[config.mk]
export PLATFORM = sky130hd
export DESIGN_NAME = pipeline_hazard_ctrl
export DESIGN_NICKNAME = d
export VERILOG_FILES = /design/src/rtl/pipeline_hazard_ctrl_pkg.sv /design/src/rtl/pipeline_hazard_ctrl_src_reg_decode.sv /design/src/rtl/pipeline_hazard_ctrl.sv
export SDC_FILE = /design/constraint.sdc
export NUM_CORES = 1
export LEC_CHECK = 0
export BUFFER_PORTS_ARGS = -buffer_cell sky130_fd_sc_hd__buf_2
export CAP_MARGIN = 10
export CELL_PAD_IN_SITES_DETAIL_PLACEMENT = 1
export CELL_PAD_IN_SITES_GLOBAL_PLACEMENT = 1
export CORE_ASPECT_RATIO = 0.9
export CORE_MARGIN = 1.5
export CORE_UTILIZATION = 39
export CTS_BUF_LIST = sky130_fd_sc_hd__clkbuf_8
export CTS_CLUSTER_SIZE = 40
export DETAILED_ROUTE_END_ITERATION = 16
export PLACE_DENSITY_LB_ADDON = 0.2
export SLEW_MARGIN = 20
export SYNTH_ARGS = -nofsm -noshare
export SYNTH_HDL_FRONTEND = slang
export SYNTH_SLANG_ARGS = --single-unit
[constraint.sdc]
create_clock -name clock -period 2.2 [get_ports clock]
set_input_delay 0.44 -clock clock [delete_from_list [all_inputs] [get_ports clock]]
set_output_delay 0.44 -clock clock [all_outputs]
set_load 0.01 [all_outputs]
[src/rtl/pipeline_hazard_ctrl_pkg.sv]
// Shared definitions for the two-stage CPU pipeline sequencer.
// Contents: opcode constants, halt/nop words, instruction field positions
// and the sequencer state encoding.
package pipeline_hazard_ctrl_pkg;

    localparam logic [3:0] OP_ADD  = 4'h0;
    localparam logic [3:0] OP_SUB  = 4'h1;
    localparam logic [3:0] OP_AND  = 4'h2;
    localparam logic [3:0] OP_OR   = 4'h3;
    localparam logic [3:0] OP_NOR  = 4'h4;
    localparam logic [3:0] OP_SLT  = 4'h5;
    localparam logic [3:0] OP_XOR  = 4'h6;
    localparam logic [3:0] OP_ADDI = 4'h7;
    localparam logic [3:0] OP_LW   = 4'h8;
    localparam logic [3:0] OP_SW   = 4'h9;
    localparam logic [3:0] OP_BEQ  = 4'hA;
    localparam logic [3:0] OP_BNE  = 4'hB;

    localparam logic [15:0] HALT_WORD = 16'hFFFF;
    localparam logic [15:0] NOP_WORD  = 16'h0000;

    localparam int unsigned OP_HI = 15;
    localparam int unsigned OP_LO = 12;
    localparam int unsigned RS_HI = 11;
    localparam int unsigned RS_LO = 10;
    localparam int unsigned RT_HI = 9;
    localparam int unsigned RT_LO = 8;

    localparam logic [2:0] ST_IDLE   = 3'd0;
    localparam logic [2:0] ST_RUN    = 3'd1;
    localparam logic [2:0] ST_STALL  = 3'd2;
    localparam logic [2:0] ST_DRAIN  = 3'd3;
    localparam logic [2:0] ST_HALTED = 3'd4;

endpackage

[src/rtl/pipeline_hazard_ctrl_src_reg_decode.sv]
// Source-register usage decoder for the IF/ID instruction.
// Ports:
//   op      in  4  opcode field
//   is_halt in  1  instruction is the halt word (reads nothing)
//   uses_rs out 1  instruction reads rs
//   uses_rt out 1  instruction reads rt
module src_reg_decode
    import pipeline_hazard_ctrl_pkg::*;
(
    input  logic [3:0] op,
    input  logic       is_halt,
    output logic       uses_rs,
    output logic       uses_rt
);

    always_comb begin
        uses_rs = 1'b0;
        uses_rt = 1'b0;
        if (!is_halt) begin
            case (op)
                OP_ADD, OP_SUB, OP_AND, OP_OR, OP_NOR, OP_SLT, OP_XOR,
                OP_SW, OP_BEQ, OP_BNE: begin
                    uses_rs = 1'b1;
                    uses_rt = 1'b1;
                end
                OP_ADDI, OP_LW: uses_rs = 1'b1;
                default: ;
            endcase
        end
    end

endmodule

[src/rtl/pipeline_hazard_ctrl.sv]
// Pipeline sequencer for the 16-bit two-stage (IF/ID -> ID/EX) CPU.
// Decides PC / IF/ID advance, ID/EX bubble insertion and IF/ID flush for
// RAW hazards, taken branches and halt drain; keeps saturating stall and
// flush counters. State updates on the falling clock edge.
// Ports:
//   clock, reset_n                 clock (falling edge), async active-low reset
//   ifid_ir, ifid_valid            instruction in IF/ID and its valid flag
//   idex_valid, idex_regwrite,
//   idex_memtoreg, idex_wr         producer information from ID/EX
//   branch_taken                   branch resolved taken in EX
//   pc_en, ifid_en, ifid_flush,
//   idex_bubble                    pipeline-register controls (combinational)
//   halted                         pipeline stopped until reset
//   stall_cnt, flush_cnt           saturating performance counters
module pipeline_hazard_ctrl
    import pipeline_hazard_ctrl_pkg::*;
#(
    parameter int unsigned ALU_STALL    = 1,
    parameter int unsigned LOAD_STALL   = 2,
    parameter int unsigned DRAIN_CYCLES = 2,
    parameter int unsigned CNT_W        = 16
) (
    input  logic             clock,
    input  logic             reset_n,
    input  logic [15:0]      ifid_ir,
    input  logic             ifid_valid,
    input  logic             idex_valid,
    input  logic             idex_regwrite,
    input  logic             idex_memtoreg,
    input  logic [1:0]       idex_wr,
    input  logic             branch_taken,
    output logic             pc_en,
    output logic             ifid_en,
    output logic             ifid_flush,
    output logic             idex_bubble,
    output logic             halted,
    output logic [CNT_W-1:0] stall_cnt,
    output logic [CNT_W-1:0] flush_cnt
);

    if (ALU_STALL == 0 || LOAD_STALL == 0 || DRAIN_CYCLES == 0 || CNT_W == 0) begin : g_bad_param
        $error("pipeline_hazard_ctrl: parameters must be non-zero");
    end

    localparam int unsigned MAXP = (ALU_STALL > LOAD_STALL)
                                 ? ((ALU_STALL > DRAIN_CYCLES) ? ALU_STALL : DRAIN_CYCLES)
                                 : ((LOAD_STALL > DRAIN_CYCLES) ? LOAD_STALL : DRAIN_CYCLES);
    localparam int unsigned CW = (MAXP > 1) ? $clog2(MAXP) : 1;

    localparam logic [CW-1:0] ALU_REM   = CW'(ALU_STALL - 1);
    localparam logic [CW-1:0] LOAD_REM  = CW'(LOAD_STALL - 1);
    localparam logic [CW-1:0] DRAIN_REM = CW'(DRAIN_CYCLES - 1);

    logic [2:0]    state, state_nxt;
    logic [CW-1:0] rem, rem_nxt;
    logic [CW-1:0] stall_rem;
    logic          stall_inc, flush_inc;
    logic          is_halt, uses_rs, uses_rt, hazard, halt_req;
    logic [1:0]    rs, rt;

    assign rs       = ifid_ir[RS_HI:RS_LO];
    assign rt       = ifid_ir[RT_HI:RT_LO];
    assign is_halt  = (ifid_ir == HALT_WORD);
    assign halt_req = ifid_valid & is_halt;

    src_reg_decode u_decode (
        .op      (ifid_ir[OP_HI:OP_LO]),
        .is_halt (is_halt),
        .uses_rs (uses_rs),
        .uses_rt (uses_rt)
    );

    // Register 0 is hard-wired, so a write to it never creates a dependency.
    assign hazard = ifid_valid & idex_valid & idex_regwrite & (idex_wr != 2'd0)
                  & ((uses_rs & (rs == idex_wr)) | (uses_rt & (rt == idex_wr)));

    assign stall_rem = idex_memtoreg ? LOAD_REM : ALU_REM;

    always_comb begin
        pc_en       = 1'b0;
        ifid_en     = 1'b0;
        ifid_flush  = 1'b0;
        idex_bubble = 1'b1;
        halted      = 1'b0;
        state_nxt   = state;
        rem_nxt     = rem;
        stall_inc   = 1'b0;
        flush_inc   = 1'b0;
        case (state)
            ST_IDLE: state_nxt = ST_RUN;
            ST_RUN: begin
                // A taken branch makes the IF/ID word wrong-path, so its
                // hazard or halt is irrelevant.
                if (branch_taken) begin
                    pc_en      = 1'b1;
                    ifid_en    = 1'b1;
                    ifid_flush = 1'b1;
                    flush_inc  = 1'b1;
                end else if (hazard) begin
                    stall_inc = 1'b1;
                    if (stall_rem != '0) begin
                        state_nxt = ST_STALL;
                        rem_nxt   = stall_rem;
                    end
                end else if (halt_req) begin
                    if (DRAIN_REM != '0) begin
                        state_nxt = ST_DRAIN;
                        rem_nxt   = DRAIN_REM;
                    end else begin
                        state_nxt = ST_HALTED;
                    end
                end else begin
                    pc_en       = 1'b1;
                    ifid_en     = 1'b1;
                    idex_bubble = 1'b0;
                end
            end
            // rem counts the cycles still to be spent here, including this one.
            ST_STALL: begin
                stall_inc = 1'b1;
                rem_nxt   = rem - CW'(1);
                if (rem_nxt == '0) state_nxt = ST_RUN;
            end
            ST_DRAIN: begin
                rem_nxt = rem - CW'(1);
                if (rem_nxt == '0) state_nxt = ST_HALTED;
            end
            ST_HALTED: halted = 1'b1;
            default: state_nxt = ST_IDLE;
        endcase
    end

    always_ff @(negedge clock or negedge reset_n) begin
        if (!reset_n) begin
            state     <= ST_IDLE;
            rem       <= '0;
            stall_cnt <= '0;
            flush_cnt <= '0;
        end else begin
            state <= state_nxt;
            rem   <= rem_nxt;
            if (stall_inc && stall_cnt != '1) stall_cnt <= stall_cnt + CNT_W'(1);
            if (flush_inc && flush_cnt != '1) flush_cnt <= flush_cnt + CNT_W'(1);
        end
    end

endmodule

==> qor_table.md, run 1 <==
| Metric | This run |
| --- | --- |
| Outcome | stopped before the end |
| Halt point of the flow | global routing (5_1_grt) |
| Run Error | [ERROR DPL-0033] detailed placement checks failed during check placement. |
| H-tree levels | 2 |
| Top cells by instance count after synthesis | sky130_fd_sc_hd__dfrtn_1, sky130_fd_sc_hd__xnor2_1, sky130_fd_sc_hd__nand2_1 |
| Combined area of all synthesized cells | 1860 um2 |
| Worst Endpoint after GRT Repair | ifid_en |
| Proportion of netlist area held by the largest area contributor | 0.484 |
| Effective utilization at floorplan | 0.412 |
| Number of rows created at floorplan | 23 |
| Fraction of synthesis flops using an asynchronous set or reset pin | 1.00 |
| EDFF count, synth | 0 |
| Total of buffers placed on input and output ports | 61 |
| Post-synthesis register bit count | 36 |
| Antenna violations before repair | 0 |
| Maximum number of pins on one net before global-route repair | 37 |
| Placer congestion estimate | 0.740 |
| Seq/Total Area, Yosys | 0.484 |
| Worst-case clock buffer depth | 2 |
| Detailed placer's ending HPWL | 3910 um |
| Most used flip-flop cell after synthesis | sky130_fd_sc_hd__dfrtn_1 |
| Kind of the worst endpoint | primary output |
| Num Clock Sinks | 36 |
| Clock buffers created by TritonCTS | 5 |
| Number of ports placed on the die boundary | 62 |
| Unique masters post-synth | 42 |
| Overall die width | 75.8 um |
| Synthesized instance count | 175 |
| Avg Inst Size Synth | 10.6 um2 |
| Count of synthesis-stage warnings from yosys | 0 |
| Yosys top cell by area | sky130_fd_sc_hd__dfrtn_1 |
| Worst setup slack after placement | -0.789 ns |
| Cts hold-fix bufs | 0 |
| Cell chosen for the clock root | sky130_fd_sc_hd__clkbuf_8 |
| Die Y-Extent | 68.5 um |
| Standard cell area after detailed placement | 2630 um2 |
| Cells taking the most area after synthesis | sky130_fd_sc_hd__dfrtn_1, sky130_fd_sc_hd__xnor2_1, sky130_fd_sc_hd__nand4_1 |
| Synthesized Nets | 202 |
| Most instantiated library cell after synthesis | sky130_fd_sc_hd__dfrtn_1 |
[cells by family after synthesis]
kind of cell / Yosys count / share of synthesized area
AO/OA/AOI/OAI: 12 / 0.0552
XOR/XNOR: 35 / 0.165
adder cells (fa/ha/maj): 2 / 0.0134
buffers and inverters: 6 / 0.0262
flip-flops: 36 / 0.484
multiplexers: 2 / 0.0121
AND/OR/NAND/NOR: 82 / 0.244
[metrics by stage]
step	utilization	std cells
CTS	0.681	369
global placement	0.582	336
floorplan	-	175
detailed placement	0.582	336
[timing repair]
action | 4_1_cts
setup endpoints to repair | 72
resized for setup | 32
buffers inserted | 24
pin swaps | 30
gates cloned | 1
==> run 2: changes to the inputs <==
- CELL_PAD_IN_SITES_DETAIL_PLACEMENT: 1 -> not set
- CELL_PAD_IN_SITES_GLOBAL_PLACEMENT: 1 -> not set
- CORE_ASPECT_RATIO: 0.9 -> not set
- CORE_UTILIZATION: 39 -> 36
- CTS_BUF_LIST: sky130_fd_sc_hd__clkbuf_8 -> not set
- CTS_CLUSTER_SIZE: 40 -> not set
- PLACE_DENSITY_LB_ADDON: 0.2 -> 0.15
==> qor_table.md, run 2 <==
| Metric | This run |
| --- | --- |
| P_sw | 0.000270 W |
| Switching fraction of total power | 0.221 |
| Vias in the first global route | 1721 |
| Dominant cell type by count on the critical path | sky130_fd_sc_hd__buf_6 |
| Largest stage delay on the critical path | 0.42 ns |
| Most used flip-flop cell after synthesis | sky130_fd_sc_hd__dfrtn_1 |
| Unrepaired setup endpoints after global routing | true |
| Initial DRT Pass Iterations | 4 |
| Worst slew margin relative to its limit | 0.722 |
| Total GRT Usage | 0.171 |
| Category of the most critical setup path | flop to output port |
| Cell with the biggest individual delay on the critical path | sky130_fd_sc_hd__dfrtn_1 |
| Unique masters post-synth | 42 |
| Final ANT Viol Nets | 0 |
| Total wirelength of the detailed-routed design | 4540 um |
| Cells on worst reg2reg path | 7 |
| Setup_tns | -16.72 ns |
| Filler Cell Count | 385 |
| Cells taking the most area after synthesis | sky130_fd_sc_hd__dfrtn_1, sky130_fd_sc_hd__xnor2_1, sky130_fd_sc_hd__nand4_1 |
| Endpoints failing hold | 0 |
| Seq/Total Area, Yosys | 0.484 |
| Leading cell type in the layout, fill and taps excluded | sky130_fd_sc_hd__buf_4 |
| Overall die width | 74.9 um |
| DRT iter0 DRCs | 50 |
| EDFF count, synth | 0 |
| Number of max-capacitance violations reported | 0 |
| Vias per Instance | 4.74 |
| Type of element capturing the critical path | output port |
| Reg power frac | 0.544 |
| Required time at the endpoint of the critical path | 1.76 ns |
| H-tree levels | 2 |
| Final setup violation count | 70 |
| Count of synthesis-stage warnings from yosys | 0 |
| Leading registers by flop count | flush_cnt: 16 flops, stall_cnt: 16 flops, state: 3 flops |
| Critical path fanouts, max | 2 |
| Num Clock Sinks | 36 |
| Worst-case clock buffer depth | 2 |
| Avg Inst Size Synth | 10.6 um2 |
| Floorplan Core Area | 4850 um2 |
| Least setup slack across all paths after layout | -0.679 ns |
| Placer congestion estimate | 0.746 |
| Top cells by instance count after synthesis | sky130_fd_sc_hd__dfrtn_1, sky130_fd_sc_hd__xnor2_1, sky130_fd_sc_hd__nand2_1 |
| Multi-input logic area | 1150 um2 |
| Cell chosen for the clock root | sky130_fd_sc_hd__clkbuf_8 |
| Utilization of the core after routing | 0.653 |
| Die area | 5610 um2 |
| Synthesized Nets | 202 |
| Final worst clock skew | 0.00472 ns |
| Inserted Diodes | 0 |
| Overall power | 0.00122 W |
| Layout Area Growth over Synthesis | 70.2% |
| Total of buffers placed on input and output ports | 61 |
| Share of final-layout standard cells stronger than drive strength 1 | 0.592 |
| Maximum number of pins on one net before global-route repair | 37 |
| Fraction of synthesis flops using an asynchronous set or reset pin | 1.00 |
| Wire length of the first global-routing pass | 7420 um |
| Synthesized instance count | 175 |
| Yosys top cell by area | sky130_fd_sc_hd__dfrtn_1 |
| Hold slack final | 0.457 ns |
| DRC viols | 0 |
| Total vias in the final route | 1791 |
| Die Y-Extent | 74.9 um |
| Effective utilization at floorplan | 0.384 |
| Outcome | finished with violations |
| Final routed wire length divided by cell count | 12.0 um |
| Peak ir drop on the vdd network | 0.230 mV |
| Standard cell area after detailed placement | 2650 um2 |
| Arrival time of the worst setup path | 2.44 ns |
| Power Density | 386 nW/um2 |
| Combinational fraction of design power | 0.059 |
| Clk_lat worst skew | 0.29 ns |
| Cell Chain, Critical Path | nor3b_4 > and2b_2 > buf_6 > nand2_4 > buf_6 |
| Commonest non-fill, non-tap cells in the layout | sky130_fd_sc_hd__buf_4, sky130_fd_sc_hd__buf_2, sky130_fd_sc_hd__dfrtn_1, sky130_fd_sc_hd__xnor2_1, sky130_fd_sc_hd__buf_6 |
| Slew at the pin closest to its max-slew limit | 0.416 ns |
| Clock network power share | 0.398 |
| Most instantiated library cell after synthesis | sky130_fd_sc_hd__dfrtn_1 |
| Detailed placer's ending HPWL | 3190 um |
| Hold path cells | 1 |
| Final slew viol count | 0 |
| Clock transition time at the flip-flop clock pins of the worst setup and hold paths | 0.05 ns |
| Proportion of netlist area held by the largest area contributor | 0.484 |
| Summed area of non-filler cells in the final layout | 3170 um2 |
| Final net count | 337 |
| Violations in the final reports | negative setup slack |
| Post-synthesis register bit count | 36 |
| Antenna violations before repair | 0 |
| Number of ports placed on the die boundary | 62 |
| Total congestion overflow | 0 |
| Startpoint class of the critical path | flop |
| Combined area of all synthesized cells | 1860 um2 |
| Internal power | 0.000953 W |
| TritonCTS clock tree | done |
| Cell leakage power | 1.64 nW |
| Register Area | 901 um2 |
| Worst min path class | flop to flop |
| Number of rows created at floorplan | 25 |
| Clock buffers created by TritonCTS | 5 |
-- run 2: cell counts after synthesis --
No cell type changed its count.
-- run 2: cell families (layout without fill, tap and decap cells) --
logic type | count (synthesis) | in the layout | share of synthesized area
compound gates | 12 | 13 | 0.0552
xor+xnor | 35 | 35 | 0.165
fa+ha+maj | 2 | 2 | 0.0134
buf+inv | 6 | 141 | 0.0262
flops | 36 | 36 | 0.484
mux | 2 | 2 | 0.0121
simple gates | 82 | 82 | 0.244
-- run 2: worst paths after layout --
check / to / slack, ns / from
max: idex_bubble / -0.68 / state[0]
min: state[1] / 0.46 / rem
max reg2reg: stall_cnt[1] / 0.04 / stall_cnt[2]
min reg2reg: state[1] / 0.46 / rem
max in group asynchronous: state[2] / 0.88 / reset_n
min in group asynchronous: flush_cnt[9] / 1.08 / reset_n
-- run 2: timing repair --
| action | in CTS | in global routing |
|---|---|---|
| gates resized for setup | 24 | 24 |
| hold buffers | 0 | 0 |
| gates cloned | 1 | 0 |
| buffers inserted | 17 | 11 |
| pin swaps | 20 | 17 |
| setup endpoints to repair | 69 | 71 |
-- run 2: critical path, delay by kind of cell, from the launching register on --
family        cells  cell delay, ns
flops             1            0.42
buf+inv           2            0.22
simple gates      3            0.42
-- run 2: power by group through the flow --
stage / logic (W) / clock network, W / registers, W
4_1_cts: 0.0000694 / 0.000500 / 0.000665
3_5_place_dp: 0.0000643 / 0 / 0.000677
2_1_floorplan: 0.0000153 / 0 / 0.000677
5_1_grt: 0.0000791 / 0.000528 / 0.000665
6_report: 0.0000716 / 0.000487 / 0.000665
3_3_place_gp: 0.0000629 / 0 / 0.000677
-- run 2: area by class of cell --
class,instances,share of cell area
flip-flops and latches,36,0.284
well taps,67,0.0265
clock buffers,6,0.0261
inverters,2,0.00237
clock inverters,2,0.00316
multi-input cells,134,0.362
repair buffers,131,0.296
-- run 2: stage by stage --
step / setup slack (ns) / std cells
5_1_grt: -0.772 / 378
4_1_cts: -0.679 / 369
3_3_place_gp: -0.766 / 343
3_5_place_dp: -0.800 / 343
2_1_floorplan: -0.590 / 175
6_report: -0.679 / 378
-- run 2: layer usage --
| metal | track usage | up-vias | share of wire |
|---|---|---|---|
| met1 | 0.207 | 843 | 0.42 |
| met2 | 0.307 | 50 | 0.52 |
| met5 | 0 | - | 0 |
| met3 | 0.0415 | 4 | 0.046 |
| met4 | 0.0384 | 0 | 0.0062 |
| li1 | - | 894 | - |
Note: power is estimated with default switching activity, not from simulation.
